**src/rtl/mult_arb_pkg.sv**
```systemverilog
// Shared types and constants for the two-requester multiplier arbiter.
package mult_arb_pkg;

    localparam int unsigned OP_W        = 8;
    localparam int unsigned PROD_W      = 16;
    localparam int unsigned TIMEOUT_MAX = 255;

    typedef enum logic [2:0] {
        StIdle,
        StStart,
        StWaitBusy,
        StWaitDone,
        StResp
    } state_e;

    // One-hot acknowledge vector for a grant index.
    function automatic logic [1:0] grant_onehot(input logic g);
        return g ? 2'b10 : 2'b01;
    endfunction

endpackage

```
**src/rtl/mult_arbiter_if.sv**
```systemverilog
// Requester and shared-multiplier signals of mult_arbiter.
// master: the arbiter side; slave: requesters plus multiplier controller.
interface mult_arbiter_if;
    import mult_arb_pkg::*;

    logic [1:0]        req;
    logic [OP_W-1:0]   a0;
    logic [OP_W-1:0]   b0;
    logic [OP_W-1:0]   a1;
    logic [OP_W-1:0]   b1;
    logic [1:0]        ack;
    logic [PROD_W-1:0] result;
    logic              err;
    logic              busy;
    logic              start_mul;
    logic [OP_W-1:0]   mul_a;
    logic [OP_W-1:0]   mul_b;
    logic [PROD_W-1:0] mul_p;
    logic              done_mul;

    modport master (
        input  req, a0, b0, a1, b1, mul_p, done_mul,
        output ack, result, err, busy, start_mul, mul_a, mul_b
    );

    modport slave (
        output req, a0, b0, a1, b1, mul_p, done_mul,
        input  ack, result, err, busy, start_mul, mul_a, mul_b
    );

endinterface

```
**src/rtl/mult_arbiter_rr_pick.sv**
```systemverilog
// Combinational 2-way round-robin selector: on a tie the index not granted last wins.
module rr_pick (
    input  logic [1:0] req,
    input  logic       last,
    output logic       grant,
    output logic       valid
);

    // Pick a requester from the request vector and the previous grant.
    always_comb begin
        valid = |req;
        grant = 1'b0;
        if (req == 2'b11) begin
            grant = ~last;
        end else begin
            grant = req[1];
        end
    end

endmodule

```
**src/rtl/mult_arbiter.sv**
```systemverilog
// Arbitrates two requesters onto one shared sequential multiplier.
// Optional watchdog: define MULT_ARB_TIMEOUT_EN to abort a stuck operation with err=1.
module mult_arbiter
    import mult_arb_pkg::*;
(
    input  logic           clk,
    input  logic           rst,
    mult_arbiter_if.master bus
);

    state_e            state_q, state_d;
    logic              grant_q, grant_d;
    logic              last_q, last_d;
    logic [OP_W-1:0]   mul_a_q, mul_a_d;
    logic [OP_W-1:0]   mul_b_q, mul_b_d;
    logic [PROD_W-1:0] result_q, result_d;
    logic              pick_grant;
    logic              pick_valid;

`ifdef MULT_ARB_TIMEOUT_EN
    localparam logic [7:0] WdMax = 8'(TIMEOUT_MAX);
    logic [7:0] wd_q, wd_d;
    logic       err_q, err_d;
`endif

    rr_pick u_rr_pick (
        .req   (bus.req),
        .last  (last_q),
        .grant (pick_grant),
        .valid (pick_valid)
    );

    // State and datapath registers; rst discards any operation in flight.
    always_ff @(posedge clk) begin
        if (rst) begin
            state_q  <= StIdle;
            grant_q  <= 1'b0;
            last_q   <= 1'b1;
            mul_a_q  <= '0;
            mul_b_q  <= '0;
            result_q <= '0;
`ifdef MULT_ARB_TIMEOUT_EN
            wd_q     <= '0;
            err_q    <= 1'b0;
`endif
        end else begin
            state_q  <= state_d;
            grant_q  <= grant_d;
            last_q   <= last_d;
            mul_a_q  <= mul_a_d;
            mul_b_q  <= mul_b_d;
            result_q <= result_d;
`ifdef MULT_ARB_TIMEOUT_EN
            wd_q     <= wd_d;
            err_q    <= err_d;
`endif
        end
    end

    // Next-state logic: grant, start, wait for done to fall then rise, respond.
    always_comb begin
        state_d  = state_q;
        grant_d  = grant_q;
        last_d   = last_q;
        mul_a_d  = mul_a_q;
        mul_b_d  = mul_b_q;
        result_d = result_q;
`ifdef MULT_ARB_TIMEOUT_EN
        wd_d     = wd_q;
        // err is only ever high during the RESP cycle of an aborted operation
        err_d    = 1'b0;
`endif
        unique case (state_q)
            StIdle: begin
                if (pick_valid) begin
                    grant_d = pick_grant;
                    mul_a_d = pick_grant ? bus.a1 : bus.a0;
                    mul_b_d = pick_grant ? bus.b1 : bus.b0;
                    state_d = StStart;
                end
            end
            StStart: begin
                state_d = StWaitBusy;
`ifdef MULT_ARB_TIMEOUT_EN
                wd_d    = '0;
`endif
            end
            StWaitBusy: begin
                // done_mul is still high from the previous idle period; wait for it to drop
                if (!bus.done_mul) begin
                    state_d = StWaitDone;
                end
`ifdef MULT_ARB_TIMEOUT_EN
                if (wd_q == WdMax) begin
                    state_d  = StResp;
                    result_d = '0;
                    err_d    = 1'b1;
                end else begin
                    wd_d = wd_q + 8'd1;
                end
`endif
            end
            StWaitDone: begin
                if (bus.done_mul) begin
                    state_d  = StResp;
                    result_d = bus.mul_p;
                end
`ifdef MULT_ARB_TIMEOUT_EN
                else if (wd_q == WdMax) begin
                    state_d  = StResp;
                    result_d = '0;
                    err_d    = 1'b1;
                end else begin
                    wd_d = wd_q + 8'd1;
                end
`endif
            end
            StResp: begin
                last_d  = grant_q;
                state_d = StIdle;
            end
            default: begin
                state_d = StIdle;
            end
        endcase
    end

    assign bus.start_mul = (state_q == StStart);
    assign bus.ack       = (state_q == StResp) ? grant_onehot(grant_q) : 2'b00;
    assign bus.busy      = (state_q != StIdle);
    assign bus.mul_a     = mul_a_q;
    assign bus.mul_b     = mul_b_q;
    assign bus.result    = result_q;
`ifdef MULT_ARB_TIMEOUT_EN
    assign bus.err       = err_q;
`else
    assign bus.err       = 1'b0;
`endif

endmodule

```
**src/flat_wrapper.sv**
```systemverilog
// flat-port wrapper written by rule: the top's interface ports become plain ports
module mult_arbiter_flat import mult_arb_pkg::*;
  (clk, rst, bus_req, bus_a0, bus_b0, bus_a1, bus_b1, bus_mul_p, bus_done_mul, bus_ack, bus_result, bus_err, bus_busy, bus_start_mul, bus_mul_a, bus_mul_b);
  mult_arbiter_if bus_i ();
  input  logic clk;
  input  logic rst;
  input wire logic [$bits(bus_i.req)-1:0] bus_req;
  input wire logic [$bits(bus_i.a0)-1:0] bus_a0;
  input wire logic [$bits(bus_i.b0)-1:0] bus_b0;
  input wire logic [$bits(bus_i.a1)-1:0] bus_a1;
  input wire logic [$bits(bus_i.b1)-1:0] bus_b1;
  input wire logic [$bits(bus_i.mul_p)-1:0] bus_mul_p;
  input wire logic [$bits(bus_i.done_mul)-1:0] bus_done_mul;
  output wire logic [$bits(bus_i.ack)-1:0] bus_ack;
  output wire logic [$bits(bus_i.result)-1:0] bus_result;
  output wire logic [$bits(bus_i.err)-1:0] bus_err;
  output wire logic [$bits(bus_i.busy)-1:0] bus_busy;
  output wire logic [$bits(bus_i.start_mul)-1:0] bus_start_mul;
  output wire logic [$bits(bus_i.mul_a)-1:0] bus_mul_a;
  output wire logic [$bits(bus_i.mul_b)-1:0] bus_mul_b;
  assign bus_i.req = bus_req;
  assign bus_i.a0 = bus_a0;
  assign bus_i.b0 = bus_b0;
  assign bus_i.a1 = bus_a1;
  assign bus_i.b1 = bus_b1;
  assign bus_i.mul_p = bus_mul_p;
  assign bus_i.done_mul = bus_done_mul;
  assign bus_ack = bus_i.ack;
  assign bus_result = bus_i.result;
  assign bus_err = bus_i.err;
  assign bus_busy = bus_i.busy;
  assign bus_start_mul = bus_i.start_mul;
  assign bus_mul_a = bus_i.mul_a;
  assign bus_mul_b = bus_i.mul_b;
  mult_arbiter u_core (.clk(clk), .rst(rst), .bus(bus_i));
endmodule
```
**config.mk**
```make
export PLATFORM = sky130hd
export DESIGN_NAME = mult_arbiter_flat
export DESIGN_NICKNAME = d
export VERILOG_FILES = /design/src/rtl/mult_arb_pkg.sv /design/src/rtl/mult_arbiter_if.sv /design/src/rtl/mult_arbiter_rr_pick.sv /design/src/rtl/mult_arbiter.sv /design/src/flat_wrapper.sv
export SDC_FILE = /design/constraint.sdc
export NUM_CORES = 1
export LEC_CHECK = 0
export BUFFER_PORTS_ARGS = -buffer_cell sky130_fd_sc_hd__buf_2
export CAP_MARGIN = 5
export CORE_MARGIN = 5
export CORE_UTILIZATION = 43
export DETAILED_ROUTE_END_ITERATION = 10
export PLACE_DENSITY = 0.78
export SLEW_MARGIN = 25
export SYNTH_ARGS = -nofsm -noshare
export SYNTH_HDL_FRONTEND = slang
export SYNTH_SLANG_ARGS = --single-unit
export TNS_END_PERCENT = 5
```
**constraint.sdc**
```tcl
create_clock -name clk -period 1.8 [get_ports clk]
set_input_delay 0.36 -clock clk [delete_from_list [all_inputs] [get_ports clk]]
set_output_delay 0.36 -clock clk [all_outputs]
set_load 0.02 [all_outputs]
```
Word level (Yosys, flattened, before mapping)
Cells that the tools add are included. Widths: inputs -> output; s select.

Bits in registers: 37. Input bits: 53. Word-level logic and storage cells: 30.

Eq/ne operators: 8. Mux-type cells: 9. Bitwise gates (word level): 1. Reduce and logical (&&, ||, !) cells: 6.

Operators by type and width (number): $mux 8 (2); $pmux 3 s4 (1); $mux 3 (3); $eq 3x2->1 const B (2); $mux 2 (2); $ne 2x2->1 const B (2); $reduce_and 2->1 (2); $eq 3x1->1 const B (1); $eq 3x3->1 const B (1); $logic_not 3->1 (1); $reduce_and 3->1 (1); $reduce_bool 3->1 (1); $eq 2x2->1 const B (1); $ne 2x1->1 const B (1); $reduce_or 2->1 (1); $mux 1 (1); $not 1->1 (1).

Logic depth before layout (Yosys ltp)
Word-level depth: 3. Depth in mapped cells: 5. Depth with buffers taken out: 4.

By module
Synthesis repeated with hierarchy kept, for this count alone.

Cells, all modules: 171. Area, all modules: 1602.8 um^2.

By module, submodules not included: mult_arbiter (instances 1, cells each 169, area an instance 1589.0 um^2, seq. area each 740.7 um^2); rr_pick (instances 1, cells each 2, area an instance 13.8 um^2, seq. area each 0.0 um^2).

Least setup slack after synthesis
Ideal clock, no wire load.

Path kind: flip-flop to flip-flop. Start: reg u_core.state_q[2]. End: reg u_core.mul_a_q[0], in the netlist u_core.bus.mul_a[0]. Library setup time: 119 ps. Data arrival time: 1217 ps. Required time: 1681 ps. Setup slack: 464 ps. Stages on the path, launching flop included: 5. Buffers on the path: 1. Period minus slack after synthesis: 1336 ps. Cells stage by stage: dfxtp_1 nor3_4 nand3_4 buf_6 o221a_1.

Longest elaborated chain between the ends: 2.

Ends and longest elaborated chain: from (decl) (line mult_arbiter.sv:11) `state_e state_q, state_d;`; from (signal assigned) (line mult_arbiter.sv:36) `state_q <= StIdle;`; from (signal assigned) (line mult_arbiter.sv:47) `state_q <= state_d;`; $logic_not 3->1 (line mult_arbiter.sv:73) `unique case (state_q)`; $reduce_and 2->1 (no line); to (signal assigned) (line mult_arbiter.sv:50) `mul_a_q <= mul_a_d;`; to (decl) (line mult_arbiter.sv:14) `logic [OP_W-1:0] mul_a_q, mul_a_d;`.

Every way passes these cells. A chain may end at the register's enable or synchronous reset.

Final worst setup path
Start: reg u_core.state_q[1]. End: out bus_busy.

Longest elaborated chain between the ends: 1.

Ends and longest elaborated chain: $reduce_bool 3->1 (line mult_arbiter.sv:130) `assign bus.busy = (state_q != StIdle);`; to (decl) (line flat_wrapper.sv:17) `output wire logic [$bits(bus_i.busy)-1:0] bus_busy;`.

Every way passes these cells.

==> run metrics <==
worst skew pair latency=280 ps; fin crit period=1620 ps; slowest CP cell=dfxtp_1; slew at the pin closest to its max-slew limit=657 ps; endpoints failing hold=0; met2 WL=1760 um; depth of the worst register-to-register path=3; P&R area growth vs syn=33.5%; Max FO, Critical Path=18; Rows=22; post-synth top area share=46.5%; hold worst-path end=u_core.bus.result[2]; fmax=0.616 GHz; Sum Neg Setup Slack=0 ps; worst vdd ir=642 uV; Sink Count=37; DRC errors left=0; skew final=2.44 ps; initial antenna violation count=0; CTS tree=done; post-detailed-route via-to-cell ratio=4.81; vias in the first global route=1,500; Top FF cell, synth=dfxtp_1; WL met3=392 um; full die area=0.00502 sq mm; mean routed wirelength per cell=12.8 um; worst endpoint required time=1440 ps; power density cells=951 mW/mm^2; Synth area leaders=dfxtp_1 (46%), nand2_1 (8.0%), o221a_1 (7.1%), o22ai_2 (6.3%), a21oi_1 (5.3%); share of layout cells above drive strength 1=45.7%; fill cell count=355; Yosys cell types=28; synthesized area=0.00159 sq mm; Routed Antenna Nets=0; nets=310; post-synthesis sequential area ratio=46.5%; CP endpoint kind=primary output; YS warnings=0; Iteration-0 DRC Markers=75; via count=1,471; clk buf depth=2; first-pass GRT wire length=6480 um; Overall Global Routing Usage=15.8%; starting density of the core=43.9%; WP data arrival=1260 ps; Reg-to-Reg End=u_core.bus.result[0]; cell count after placement=297; most common cell after layout, fill and taps aside=buf_2; Layout Cells excl Fill=306; DRT Pass-1 Iters=4; total CTS buffers=5; Mapped Nets=223; IO Pins=90; sequence of cells on the critical path=nor3_4, inv_4, buf_2; WL met1=1720 um; fin crit share=90.3%; status=finished, final reports clean; die height=70.9 um; share of flip-flops with an asynchronous set or reset=0%; Mapped Cells=170; Hold Path Stages=3; Critical Path Source Type=flip-flop; CTS root buf=clkbuf_8; slowest stage delay, CP=380 ps; Post-synth EDFFs=0; Clock Pin Slew Worst Setup and Hold Paths=70 ps; relative slew slack=56.0%; core footprint=0.00363 sq mm; LEAKAGE=0.991 nW; Synth Register Bits=37; H-Tree Depth=2; IO Port Bufs=88; Post-DP HPWL=2860 um; DIE WIDTH=70.9 um; grt ovf=0; hold_sp=bus_mul_p[2]; RSZ-0062 raised after global routing=no; worst reg2reg startpoint=u_core.state_q[1]; ant diodes=0; cell taking the most area after synthesis=dfxtp_1; top layer in use=met4; R2R Setup Slk=300 ps; average size of a mapped cell=9.38 sq um; final setup fails=0; Total Wirelength=3910 um; Max Slew Vio Count=0; worst min-delay path class=input pin to flip-flop; WS Path Type=flip-flop to primary output; commonest non-fill, non-tap cells in the layout=buf_2 (88), dfxtp_1 (37), nand2_1 (34); max_cap viols=0; GP Congestion=0.734; hold_buf cts=0; largest net degree at the start of global routing=38
## Yosys cell counts (3+ instances only)
| library cell | count |
|---|---|
| nor2_1 | 3 |
| buf_6 | 3 |
| o22ai_1 | 8 |
| buf_2 | 5 |
| o221a_2 | 6 |
| dfxtp_1 | 37 |
| nand2_1 | 34 |
| inv_1 | 17 |
| o221a_1 | 10 |
| a21oi_1 | 17 |
| o22ai_2 | 8 |
## final cells by class
class | instances | area [sq um] | area share [%]
well taps | 48 | 60.1 | 2.82
inverters | 18 | 70.1 | 3.29
repair buffers | 92 | 470 | 22.1
flip-flops and latches | 37 | 741 | 34.8
multi-input cells | 103 | 704 | 33.1
clock buffers | 6 | 72.6 | 3.41
clock inverters | 2 | 10.0 | 0.470
## flip-flops by register name, indices dropped and copies added (netlist names)
name	count
u_core.bus.result	16
u_core.bus.mul_a	8
u_core.bus.mul_b	8
u_core.state_q	3
u_core.grant_q	1
u_core.last_q	1
## logic make-up after synthesis
kind of cell	after synthesis	synth area share, %
AND/OR/NAND/NOR	48	15.5
flip-flops	37	46.5
other	1	0.235
AO/OA/AOI/OAI	54	28.4
buffers and inverters	30	9.34
## how the worst max path moves through the flow
stage,start,slack [ps],end,cells past startpoint
2_1_floorplan,u_core.state_q[2],460,u_core.bus.mul_a[0],4
3_3_place_gp,u_core.state_q[1],320,u_core.bus.result[0],3
3_5_place_dp,u_core.state_q[1],290,u_core.bus.result[8],3
4_1_cts,u_core.state_q[1],150,bus_ack[1],3
5_1_grt,u_core.state_q[1],60,bus_ack[0],4
6_report,u_core.state_q[1],180,bus_busy,3
## power breakdown
group | leakage [nW] | switching [mW] | total, mW | internal [mW]
registers | 0.303 | 0.0437 | 0.943 | 0.899
logic | 0.643 | 0.307 | 0.542 | 0.234
clock network | 0.0450 | 0.272 | 0.540 | 0.268
## per-stage QoR
| stage | utilization (%) | worst slack (ps) | total power [mW] | hold WS (ps) | cell area [sq um] |
|---|---|---|---|---|---|
| after floorplan | - | 464 | 1.34 | 450 | 1590 |
| after global placement | 56.1 | 322 | 1.50 | 438 | 2040 |
| after detailed placement | 56.1 | 290 | 1.50 | 444 | 2040 |
| after CTS | 58.6 | 151 | 2.06 | 302 | 2130 |
| after global routing | 58.6 | 55.1 | 2.15 | 310 | 2130 |
| final | 58.6 | 175 | 2.02 | 311 | 2130 |
## routing by layer
metal  track usage, %  up-vias
met1             18.5      633
met5                0        -
met3             6.53        4
met2             26.9       62
met4             3.76        0
li1                 -      772
## repair_timing
action / in CTS / in global routing
setup endpoints to repair: 1 / 0
resized for setup: 0 / 0
setup buffers: 1 / 0
## worst max-delay path: cells and delay by family, from the launching register on
kind / cells / cell delay (ps)
flip-flops: 1 / 380
buffers and inverters: 2 / 330
AND/OR/NAND/NOR: 1 / 270
(Power assumes the default switching activity.)
